<file path="src/rtl/lc3_regfile_sb_if.sv">
// Bus between decode/writeback and the LC-3 register file with busy scoreboard.
// The master side issues, writes back and reads; the slave side is the register file.
interface lc3_regfile_sb_if #(
  parameter int DATA_W = 16,
  parameter int ADDR_W = 3,
  parameter int NUM_RD = 2
);
  localparam int NREGS = 2 ** ADDR_W;

  logic                       wr_en;
  logic [ADDR_W-1:0]          wr_addr;
  logic [DATA_W-1:0]          wr_data;
  logic                       iss_en;
  logic [ADDR_W-1:0]          iss_addr;
  logic                       iss_ready;
  logic [NUM_RD*ADDR_W-1:0]   rd_addr;
  logic [NUM_RD*DATA_W-1:0]   rd_data;
  logic [NUM_RD-1:0]          rd_busy;
  logic [NREGS-1:0]           busy_vec;
  logic                       iss_err;

  modport master (
    output wr_en, wr_addr, wr_data, iss_en, iss_addr, rd_addr,
    input  iss_ready, rd_data, rd_busy, busy_vec, iss_err
  );

  modport slave (
    input  wr_en, wr_addr, wr_data, iss_en, iss_addr, rd_addr,
    output iss_ready, rd_data, rd_busy, busy_vec, iss_err
  );
endinterface

</file>
<file path="src/rtl/lc3_regfile_sb.sv">
// Parametrised LC-3 register file with per-register busy scoreboard and combinational reads.
// Define LC3_REGFILE_BYPASS_EN to forward same-cycle writeback data onto the read ports.
module lc3_regfile_sb #(
  parameter int DATA_W = 16,
  parameter int ADDR_W = 3,
  parameter int NUM_RD = 2
) (
  input  logic               clk,
  input  logic               reset,
  lc3_regfile_sb_if.slave    bus
);
  localparam int NREGS = 2 ** ADDR_W;

  logic [DATA_W-1:0] regs_q [NREGS];
  logic [DATA_W-1:0] regs_d [NREGS];
  logic [NREGS-1:0]  busy_q;
  logic [NREGS-1:0]  busy_d;
  logic              iss_err_q;
  logic              iss_err_d;
  logic              iss_ready;

  logic [NUM_RD*DATA_W-1:0] rd_data_c;
  logic [NUM_RD-1:0]        rd_busy_c;

  // Issue check always looks at the registered busy bit, never at forwarding.
  assign iss_ready = ~busy_q[bus.iss_addr];

  always_comb begin
    regs_d    = regs_q;
    busy_d    = busy_q;
    iss_err_d = iss_err_q;
    if (bus.wr_en) begin
      regs_d[bus.wr_addr] = bus.wr_data;
      busy_d[bus.wr_addr] = 1'b0;
    end
    // Evaluated after the writeback clear so an accepted issue to the same register wins.
    if (bus.iss_en) begin
      if (iss_ready) begin
        busy_d[bus.iss_addr] = 1'b1;
      end else begin
        iss_err_d = 1'b1;
      end
    end
  end

  always_ff @(posedge clk) begin
    if (reset) begin
      for (int i = 0; i < NREGS; i++) begin
        regs_q[i] <= '0;
      end
      busy_q    <= '0;
      iss_err_q <= 1'b0;
    end else begin
      for (int i = 0; i < NREGS; i++) begin
        regs_q[i] <= regs_d[i];
      end
      busy_q    <= busy_d;
      iss_err_q <= iss_err_d;
    end
  end

  always_comb begin
    rd_data_c = '0;
    rd_busy_c = '0;
    for (int k = 0; k < NUM_RD; k++) begin
      rd_data_c[k*DATA_W +: DATA_W] = regs_q[bus.rd_addr[k*ADDR_W +: ADDR_W]];
      rd_busy_c[k]                  = busy_q[bus.rd_addr[k*ADDR_W +: ADDR_W]];
`ifdef LC3_REGFILE_BYPASS_EN
      if (bus.wr_en && (bus.wr_addr == bus.rd_addr[k*ADDR_W +: ADDR_W])) begin
        rd_data_c[k*DATA_W +: DATA_W] = bus.wr_data;
        rd_busy_c[k]                  = 1'b0;
      end
`endif
    end
  end

  assign bus.rd_data   = rd_data_c;
  assign bus.rd_busy   = rd_busy_c;
  assign bus.busy_vec  = busy_q;
  assign bus.iss_err   = iss_err_q;
  assign bus.iss_ready = iss_ready;
endmodule

</file>
<file path="src/flat_wrapper.sv">
// flat-port wrapper written by rule: the top's interface ports become plain ports
module lc3_regfile_sb_flat 
#(
  parameter int DATA_W = 16,
  parameter int ADDR_W = 3,
  parameter int NUM_RD = 2
)
  (clk, reset, bus_wr_en, bus_wr_addr, bus_wr_data, bus_iss_en, bus_iss_addr, bus_rd_addr, bus_iss_ready, bus_rd_data, bus_rd_busy, bus_busy_vec, bus_iss_err);
  lc3_regfile_sb_if #(.DATA_W(DATA_W), .ADDR_W(ADDR_W), .NUM_RD(NUM_RD)) bus_i ();
  input  logic clk;
  input  logic reset;
  input wire logic [$bits(bus_i.wr_en)-1:0] bus_wr_en;
  input wire logic [$bits(bus_i.wr_addr)-1:0] bus_wr_addr;
  input wire logic [$bits(bus_i.wr_data)-1:0] bus_wr_data;
  input wire logic [$bits(bus_i.iss_en)-1:0] bus_iss_en;
  input wire logic [$bits(bus_i.iss_addr)-1:0] bus_iss_addr;
  input wire logic [$bits(bus_i.rd_addr)-1:0] bus_rd_addr;
  output wire logic [$bits(bus_i.iss_ready)-1:0] bus_iss_ready;
  output wire logic [$bits(bus_i.rd_data)-1:0] bus_rd_data;
  output wire logic [$bits(bus_i.rd_busy)-1:0] bus_rd_busy;
  output wire logic [$bits(bus_i.busy_vec)-1:0] bus_busy_vec;
  output wire logic [$bits(bus_i.iss_err)-1:0] bus_iss_err;
  assign bus_i.wr_en = bus_wr_en;
  assign bus_i.wr_addr = bus_wr_addr;
  assign bus_i.wr_data = bus_wr_data;
  assign bus_i.iss_en = bus_iss_en;
  assign bus_i.iss_addr = bus_iss_addr;
  assign bus_i.rd_addr = bus_rd_addr;
  assign bus_iss_ready = bus_i.iss_ready;
  assign bus_rd_data = bus_i.rd_data;
  assign bus_rd_busy = bus_i.rd_busy;
  assign bus_busy_vec = bus_i.busy_vec;
  assign bus_iss_err = bus_i.iss_err;
  lc3_regfile_sb #(.DATA_W(DATA_W), .ADDR_W(ADDR_W), .NUM_RD(NUM_RD)) u_core (.clk(clk), .reset(reset), .bus(bus_i));
endmodule
</file>
<file path="config.mk">
export PLATFORM = sky130hd
export DESIGN_NAME = lc3_regfile_sb_flat
export DESIGN_NICKNAME = d
export VERILOG_FILES = /design/src/rtl/lc3_regfile_sb_if.sv /design/src/rtl/lc3_regfile_sb.sv /design/src/flat_wrapper.sv
export SDC_FILE = /design/constraint.sdc
export NUM_CORES = 1
export LEC_CHECK = 0
export CAP_MARGIN = 20
export CORE_UTILIZATION = 40
export DETAILED_ROUTE_END_ITERATION = 8
export PLACE_DENSITY_LB_ADDON = 0.08
export SLEW_MARGIN = 20
export SYNTH_ARGS = -nofsm -noshare
export SYNTH_HDL_FRONTEND = slang
export SYNTH_SLANG_ARGS = --single-unit
</file>
<file path="constraint.sdc">
create_clock -name clk -period 4.4 [get_ports clk]
set_input_delay 0.88 -clock clk [delete_from_list [all_inputs] [get_ports clk]]
set_output_delay 0.88 -clock clk [all_outputs]
set_load 0.01 [all_outputs]
</file>
==> results of run 1 <==
==> through the flow <==
stage	cells	worst slack, ps	hold slack (ps)	utilization	instance area (sq um)
after floorplan	763	1480	443	-	7120
after global placement	1000	675	450	0.457	7930
after detailed placement	1000	623	456	0.457	7930
after CTS	1029	616	464	0.488	8460
after global routing	1029	469	488	0.488	8460
final	1029	620	464	0.488	8460
==> sequential cells by signal, indices dropped and copies added (netlist names) <==
register	count
u_core.regs_q	128
u_core.bus.busy_vec	8
u_core.bus.iss_err	1
==> power groups by stage <==
stage	Clock [mW]	Combinational (mW)	Sequential, mW
4_1_cts	1.34	0.318	1.29
2_1_floorplan	0	0.203	1.31
6_report	1.32	0.316	1.29
3_5_place_dp	0	0.316	1.32
3_3_place_gp	0	0.312	1.32
5_1_grt	1.40	0.339	1.29
==> kinds of logic after synthesis <==
logic type | after synthesis
flip-flops | 137
AO/OA/AOI/OAI | 140
AND/OR/NAND/NOR | 299
multiplexers | 104
buffers and inverters | 83
==> cell usage in the layout, fill, tap and decap left out, types with 2 or more instances in the layout <==
master	instances
sky130_fd_sc_hd__or3_1	7
sky130_fd_sc_hd__clkinvlp_4	3
sky130_fd_sc_hd__buf_2	4
sky130_fd_sc_hd__mux2_2	36
sky130_fd_sc_hd__and4b_1	3
sky130_fd_sc_hd__nor4bb_4	2
sky130_fd_sc_hd__nand2b_1	5
sky130_fd_sc_hd__clkbuf_8	2
sky130_fd_sc_hd__nand4bb_1	3
sky130_fd_sc_hd__buf_12	5
sky130_fd_sc_hd__a21oi_1	136
sky130_fd_sc_hd__clkinv_2	5
sky130_fd_sc_hd__nand2_1	266
sky130_fd_sc_hd__dfxtp_1	137
sky130_fd_sc_hd__nor2b_1	2
sky130_fd_sc_hd__clkdlybuf4s50_1	70
sky130_fd_sc_hd__mux4_2	68
sky130_fd_sc_hd__buf_4	16
sky130_fd_sc_hd__nand4b_1	4
sky130_fd_sc_hd__clkbuf_16	17
==> per-layer routing <==
layer,global-route usage,vias to the layer above
met3,0.0539,42
met1,0.327,2936
li1,-,2730
met4,0.0974,0
met2,0.425,241
met5,0,-
==> how the worst max path moves through the flow <==
stage | cells after the start | end | start
after detailed placement | 5 | bus_iss_ready | bus_iss_addr[0]
final | 5 | bus_iss_ready | bus_iss_addr[0]
after CTS | 5 | bus_iss_ready | bus_iss_addr[0]
after global placement | 5 | bus_rd_data[16] | bus_rd_addr[3]
after floorplan | 4 | bus_rd_data[10] | bus_rd_addr[0]
after global routing | 5 | bus_iss_ready | bus_iss_addr[0]
==> final cells by class <==
cell class,count,share of cell area
Clock buffer,20,0.0540
Clock inverter,9,0.00917
Multi-Input combinational cell,543,0.468
Timing Repair Buffer,95,0.111
Tap cell,225,0.0333
Sequential cell,137,0.324
==> critical path, cell delays in order <==
cell and delay, ps:
sky130_fd_sc_hd__clkdlybuf4s50_1 650, sky130_fd_sc_hd__nor2b_1 80, sky130_fd_sc_hd__a2111oi_0 560, sky130_fd_sc_hd__or3_1 200, sky130_fd_sc_hd__clkdlybuf4s50_1 530
==> run metrics, run 1 <==
Hold Path Stages=2; DRT iter0 DRCs=about 480; htree depth=4; ys flop type=sky130_fd_sc_hd__dfxtp_1; part of the power in combinational logic=0.108; setup repair after global routing missed its margin=false; die footprint=0.0183 sq mm; cell types occupying the most area after synthesis=sky130_fd_sc_hd__dfxtp_1 (39%), sky130_fd_sc_hd__mux4_2 (22%), sky130_fd_sc_hd__nand2_1 (14%), sky130_fd_sc_hd__a21oi_1 (9.6%), sky130_fd_sc_hd__mux2_2 (5.7%); cts bufs inserted=17; wire length of the first global-routing pass=~34000 um; clock skew after layout=about 2.2 ps; synthesis-stage register bit count=~140; type of the most critical hold path=reg2reg; Distinct cells, synth=29; maximum resistive drop on vdd=0.000280 V; maximum operating frequency=around 260 MHz; Final Net Count=826; antenna violations before repair=0; relative slew slack=0.309; core area=~0.017 sq mm; synthesized-area fraction occupied by and/or/nand/nor cells=0.180; total global-route track usage=0.256; Synth async-reset ratio=0; total negative setup slack=0 ps; startpoint of the worst register-to-register path=u_core.bus.busy_vec[0]; uppermost metal layer occupied by signal nets=met4; count of pins over their slew limit=0; share of final-layout standard cells stronger than drive strength 1=0.201; Filler Cells Inserted=1606; most common library cells after synthesis=sky130_fd_sc_hd__nand2_1 (266), sky130_fd_sc_hd__dfxtp_1 (137), sky130_fd_sc_hd__a21oi_1 (136); clock slew at the register clock pins of the worst setup and hold paths=around 50 ps; critical hold path startpoint=u_core.regs_q[8]; diode count=0; data required time of the worst path=~3500 ps; final setup vio count=0; Seq. cell area=approximately 0.0027 sq mm; PortBufs=75; setup repair bufs after CTS=0; first drt pass iteration count=5; routability cong.=between 0.8 and 0.9; number of cell rows=48; power density over the cells=346 mW/mm^2; clock sink total=roughly 140; type of destination of the critical path=primary output; combinational family with the most area after synthesis=multiplexers; vertical extent of the die=roughly 140 um; count of yosys warnings during synthesis=0; EDFF count, synth=0; CTS max path bufs=2; Int Pwr=2.20 mW; WL met1=around 9400 um; critical path start-end classification=in2out; area overhead of the layout relative to synthesis=18.8%; clk_lat worst skew=around 420 ps; element type at the critical path start=primary input; proportion of total power due to net switching=0.248; top-count cell post-synth=sky130_fd_sc_hd__nand2_1; maximum fanout along the worst path=10; share of synthesized cell area in full adder, half adder and majority cells=0; endpoint of the most critical register-to-register path=u_core.bus.iss_err; share of synthesized area spent on multiplexers=0.272; post-DR vias/cell=~5.8; share of power burned in the clock network=0.451; net count of the mapped netlist=795; number of top-level pins=76; average wire per standard cell=around 22 um; setup slack on the worst flop-to-flop path=3030 ps; slew of the pin with the lowest slew margin=1040 ps; hold endpoint=u_core.regs_q[8]; TritonCTS clock tree=built; final critical path time including I/O delays and setup=3780 ps; NetSw=between 0.7 and 0.8 mW; detailed placement HPWL=around 13000 um; share of the synthesized area in the top cell type=0.385; post-cts gate resize count=0; area share of xor/xnor cells in the synthesized design=0; final routed wirelength across all metal layers=between 20000 and 25000 um; Remaining Overflow, GRT=0; count of antenna-violating nets left after detailed routing=0; Die X-Extent=about 140 um; Pleak=2.82 nW; clock tree root driver cell=sky130_fd_sc_hd__clkbuf_16; Met2 Routed Length=roughly 11000 um; run status=completed; Synth area leader=sky130_fd_sc_hd__dfxtp_1; complex-gate fraction of the synthesized area=0.100; sequential cell area fraction in the yosys report=0.385; summed instance area of the synthesized netlist=between 0.007 and 0.008 sq mm; post-route total power=approximately 3 mW; vias in the first global route=5835; max-cap viol count=0; Flop pwr share=0.441; Reg2Reg Depth=3; number of buffers inserted for hold repair after clock tree synthesis=0; residual DRC count=0; area of combinational cells with multiple inputs=around 0.004 sq mm; crit share post-route=0.859; Arrival @ worst endpoint=just under 3000 ps; synthesized area per cell=approximately 9.3 sq um; number of instances in the synthesized netlist=763; Fin. Hold Viols=0; Vias=roughly 5900; total length of routed met3 wires=between 1000 and 1500 um; pin count of the biggest net entering global routing=a little over 80; initial core utilization=0.410
(Power assumes the default switching activity.)
==> run 2: changes to the inputs <==
--- a/config.mk
+++ b/config.mk
@@ -6,8 +6,10 @@
 export NUM_CORES = 1
 export LEC_CHECK = 0
 export CAP_MARGIN = 20
+export CORE_MARGIN = 5
 export CORE_UTILIZATION = 40
 export DETAILED_ROUTE_END_ITERATION = 8
+export GPL_ROUTABILITY_DRIVEN = 1
 export PLACE_DENSITY_LB_ADDON = 0.08
 export SLEW_MARGIN = 20
 export SYNTH_ARGS = -nofsm -noshare
==> run 2 against run 1 <==
  * Clock skew shrank 1.1 ps
  * Sequential cell count unchanged
  * Utilization rose by 0.61 points
  * Global-route usage shrank 3.1 points
  * Sequential share of layout area is 0.40 points lower
  * First-iteration DRC count shrank 16%
  * Critical path depth stayed put
  * Die area rose by 12%
==> run metrics, run 2 (same netlist as run 1, synthesis figures left out) <==
maximum operating frequency=256 MHz (-3.2%); Most flops, register=u_core.regs_q; number of buffers inserted for hold repair after clock tree synthesis=0 (unchanged); commonest non-fill, non-tap cell in the layout=sky130_fd_sc_hd__nand2_1; Slowest cell on crit path=sky130_fd_sc_hd__clkdlybuf4s50_1; number of standard cells in the final layout excluding fillers=1033 (+0.39%); setup slack on the worst flop-to-flop path=2920 ps (-110 ps); antenna violations before repair=0 (unchanged); element type at the critical path start=primary input; clock tree root driver cell=sky130_fd_sc_hd__clkbuf_16; clock slew at the register clock pins of the worst setup and hold paths=60 ps (about the same); share of final-layout standard cells stronger than drive strength 1=0.203 (+0.00148); setup repair bufs after CTS=0 (unchanged); Most Frequent Cell on Critical Path=sky130_fd_sc_hd__clkdlybuf4s50_1; total negative setup slack=0 ps (unchanged); Filler Cells Inserted=1610 (+0.25%); residual DRC count=0 (unchanged); data required time of the worst path=3520 ps (about the same); post-DR vias/cell=5.68 (-1.8%); initial core utilization=0.410 (unchanged); first drt pass iteration count=5 (unchanged); detailed placement HPWL=14000 um (+4.8%); run status=completed; count of pins over their slew limit=0 (unchanged); number of logic stages on the critical path including buffering=5 (unchanged); post-route cell area=0.00857 sq mm (+1.2%); crit share post-route=0.888 (+0.0288); DRT iter0 DRCs=408 (-16%); flip-flop count of the largest register after layout=128 (unchanged); core area=0.0174 sq mm (unchanged); maximum resistive drop on vdd=0.000313 V (+12%); Fin. Hold Viols=0 (unchanged); wire length of the first global-routing pass=34500 um (+1.2%); power density over the cells=368 mW/mm^2 (+6.2%); PortBufs=75 (unchanged); placed cell areas=0.00794 sq mm (about the same); slowest stage delay, CP=660 ps (about the same); die footprint=0.0206 sq mm (+12%); relative slew slack=0.275 (-0.0338); Critical Path Start=bus_iss_addr[0]; critical path start-end classification=in2out; Fin Hold WS=464 ps (-0.337 ps); pin count of the biggest net entering global routing=72 (-13%); endpoint of the most critical register-to-register path=u_core.bus.iss_err; slew of the pin with the lowest slew margin=1090 ps (+50.7 ps); maximum fanout along the worst path=10 (unchanged); kind of cell with the highest combined delay on the critical path=buffers and inverters; Remaining Overflow, GRT=0 (unchanged); clock skew after layout=1.08 ps (-1.09 ps); average wire per standard cell=21.9 um (+1.2%); Pleak=2.88 nW (+2.1%); routability cong.=0.797 (-3.7%); post-cts gate resize count=0 (unchanged); vertical extent of the die=143 um (+5.9%); TritonCTS clock tree=built; clk_lat worst skew=420 ps (about the same); number of top-level pins=76 (unchanged); timing endpoint of the critical path=bus_iss_ready; vias in the first global route=5864 (+0.50%); htree depth=4 (unchanged); CTS max path bufs=2 (unchanged); Final Net Count=827 (+0.12%); final setup vio count=0 (unchanged); type of the most critical hold path=reg2reg; cell chain of the critical path=clkdlybuf4s50_1 > nor2b_1 > a2111oi_0 > or3_1 > clkdlybuf4s50_1; final critical path time including I/O delays and setup=3910 ps (+127 ps); max-cap viol count=0 (unchanged); Reg2Reg Depth=3 (unchanged); Vias=5867 (-1.4%); cts bufs inserted=17 (unchanged); type of destination of the critical path=primary output; total global-route track usage=0.225 (-0.0309); diode count=0 (unchanged); count of antenna-violating nets left after detailed routing=0 (unchanged); number of cell rows=48 (unchanged); area overhead of the layout relative to synthesis=20.3%; final routed wirelength across all metal layers=22700 um (+1.6%); placed cell count=1001 (+0.10%); Arrival @ worst endpoint=3030 ps (+130 ps); startpoint of the worst register-to-register path=u_core.bus.busy_vec[0]; CP Buf/Inv Count=2 (unchanged); Die X-Extent=143 um (+5.9%); clock sink total=137 (unchanged); setup repair after global routing missed its margin=false; most frequent cells in the layout=sky130_fd_sc_hd__nand2_1 (266), sky130_fd_sc_hd__dfxtp_1 (137), sky130_fd_sc_hd__a21oi_1 (136)
run 2: changes by cell type in the layout (fill, tap and decap cells not counted):
cell | previous run | this run
sky130_fd_sc_hd__clkbuf_8 | 2 | 4
sky130_fd_sc_hd__clkinvlp_4 | 3 | 0
sky130_fd_sc_hd__clkbuf_1 | 1 | 3
sky130_fd_sc_hd__bufinv_16 | 1 | 4
sky130_fd_sc_hd__buf_4 | 16 | 17
sky130_fd_sc_hd__clkbuf_2 | 0 | 2
sky130_fd_sc_hd__clkinv_2 | 5 | 4
sky130_fd_sc_hd__buf_2 | 4 | 2
run 2: worst min-delay path, delay by kind of cell (launching register included):
family / cells / cell delay (ps)
flip-flops: 1 / 310
AO/OA/AOI/OAI: 1 / 50
AND/OR/NAND/NOR: 1 / 50
run 2: area by class of cell:
cell class,count,area [sq um],share of cell area
multi-input combinational,543,3960,0.463
tap,225,282,0.0329
clock inverter,8,140,0.0164
timing repair buffer,96,948,0.111
clock buffer,24,492,0.0574
sequential,137,2740,0.320
run 2: stage by stage:
step / utilization / setup slack (ps) / power [mW]
finish: 0.494 / 494 / 3.15
global route: 0.494 / 445 / 3.26
CTS: 0.494 / 552 / 3.18
detailed placement: 0.457 / 577 / 1.64
global placement: 0.457 / 699 / 1.63
floorplan: - / 1480 / 1.51
run 2: where the power goes:
group / internal, mW / total (mW) / switching, mW
logic: 0.143 / 0.318 / 0.175
registers: 1.27 / 1.29 / 0.0216
clock network: 1.01 / 1.54 / 0.539
run 2: how the worst min path moves through the flow:
| stage | from | end | slack [ps] | cells past startpoint |
|---|---|---|---|---|
| after detailed placement | u_core.regs_q[12] | u_core.regs_q[12] | 460 | 2 |
| after global routing | u_core.regs_q[57] | u_core.regs_q[57] | 480 | 2 |
| after global placement | u_core.regs_q[105] | u_core.regs_q[105] | 450 | 2 |
| final | u_core.regs_q[59] | u_core.regs_q[59] | 460 | 2 |
| after floorplan | u_core.regs_q[16] | u_core.regs_q[16] | 440 | 2 |
| after CTS | u_core.regs_q[12] | u_core.regs_q[12] | 470 | 2 |
run 2: per-layer routing:
metal / vias to the layer above / global-route usage / wire length [um]
met5: - / 0 / 0
met2: 179 / 0.390 / 11600
li1: 2740 / - / -
met1: 2914 / 0.283 / 9320
met3: 34 / 0.0526 / 1320
met4: 0 / 0.0619 / 437
==> run 3: changes to the inputs <==
--- a/config.mk
+++ b/config.mk
@@ -15,3 +15,4 @@
 export SYNTH_ARGS = -nofsm -noshare
 export SYNTH_HDL_FRONTEND = slang
 export SYNTH_SLANG_ARGS = --single-unit
+export TNS_END_PERCENT = 30
==> results of run 3 <==
Same layout as run 2: the final DEF is identical, and so are final timing and power.
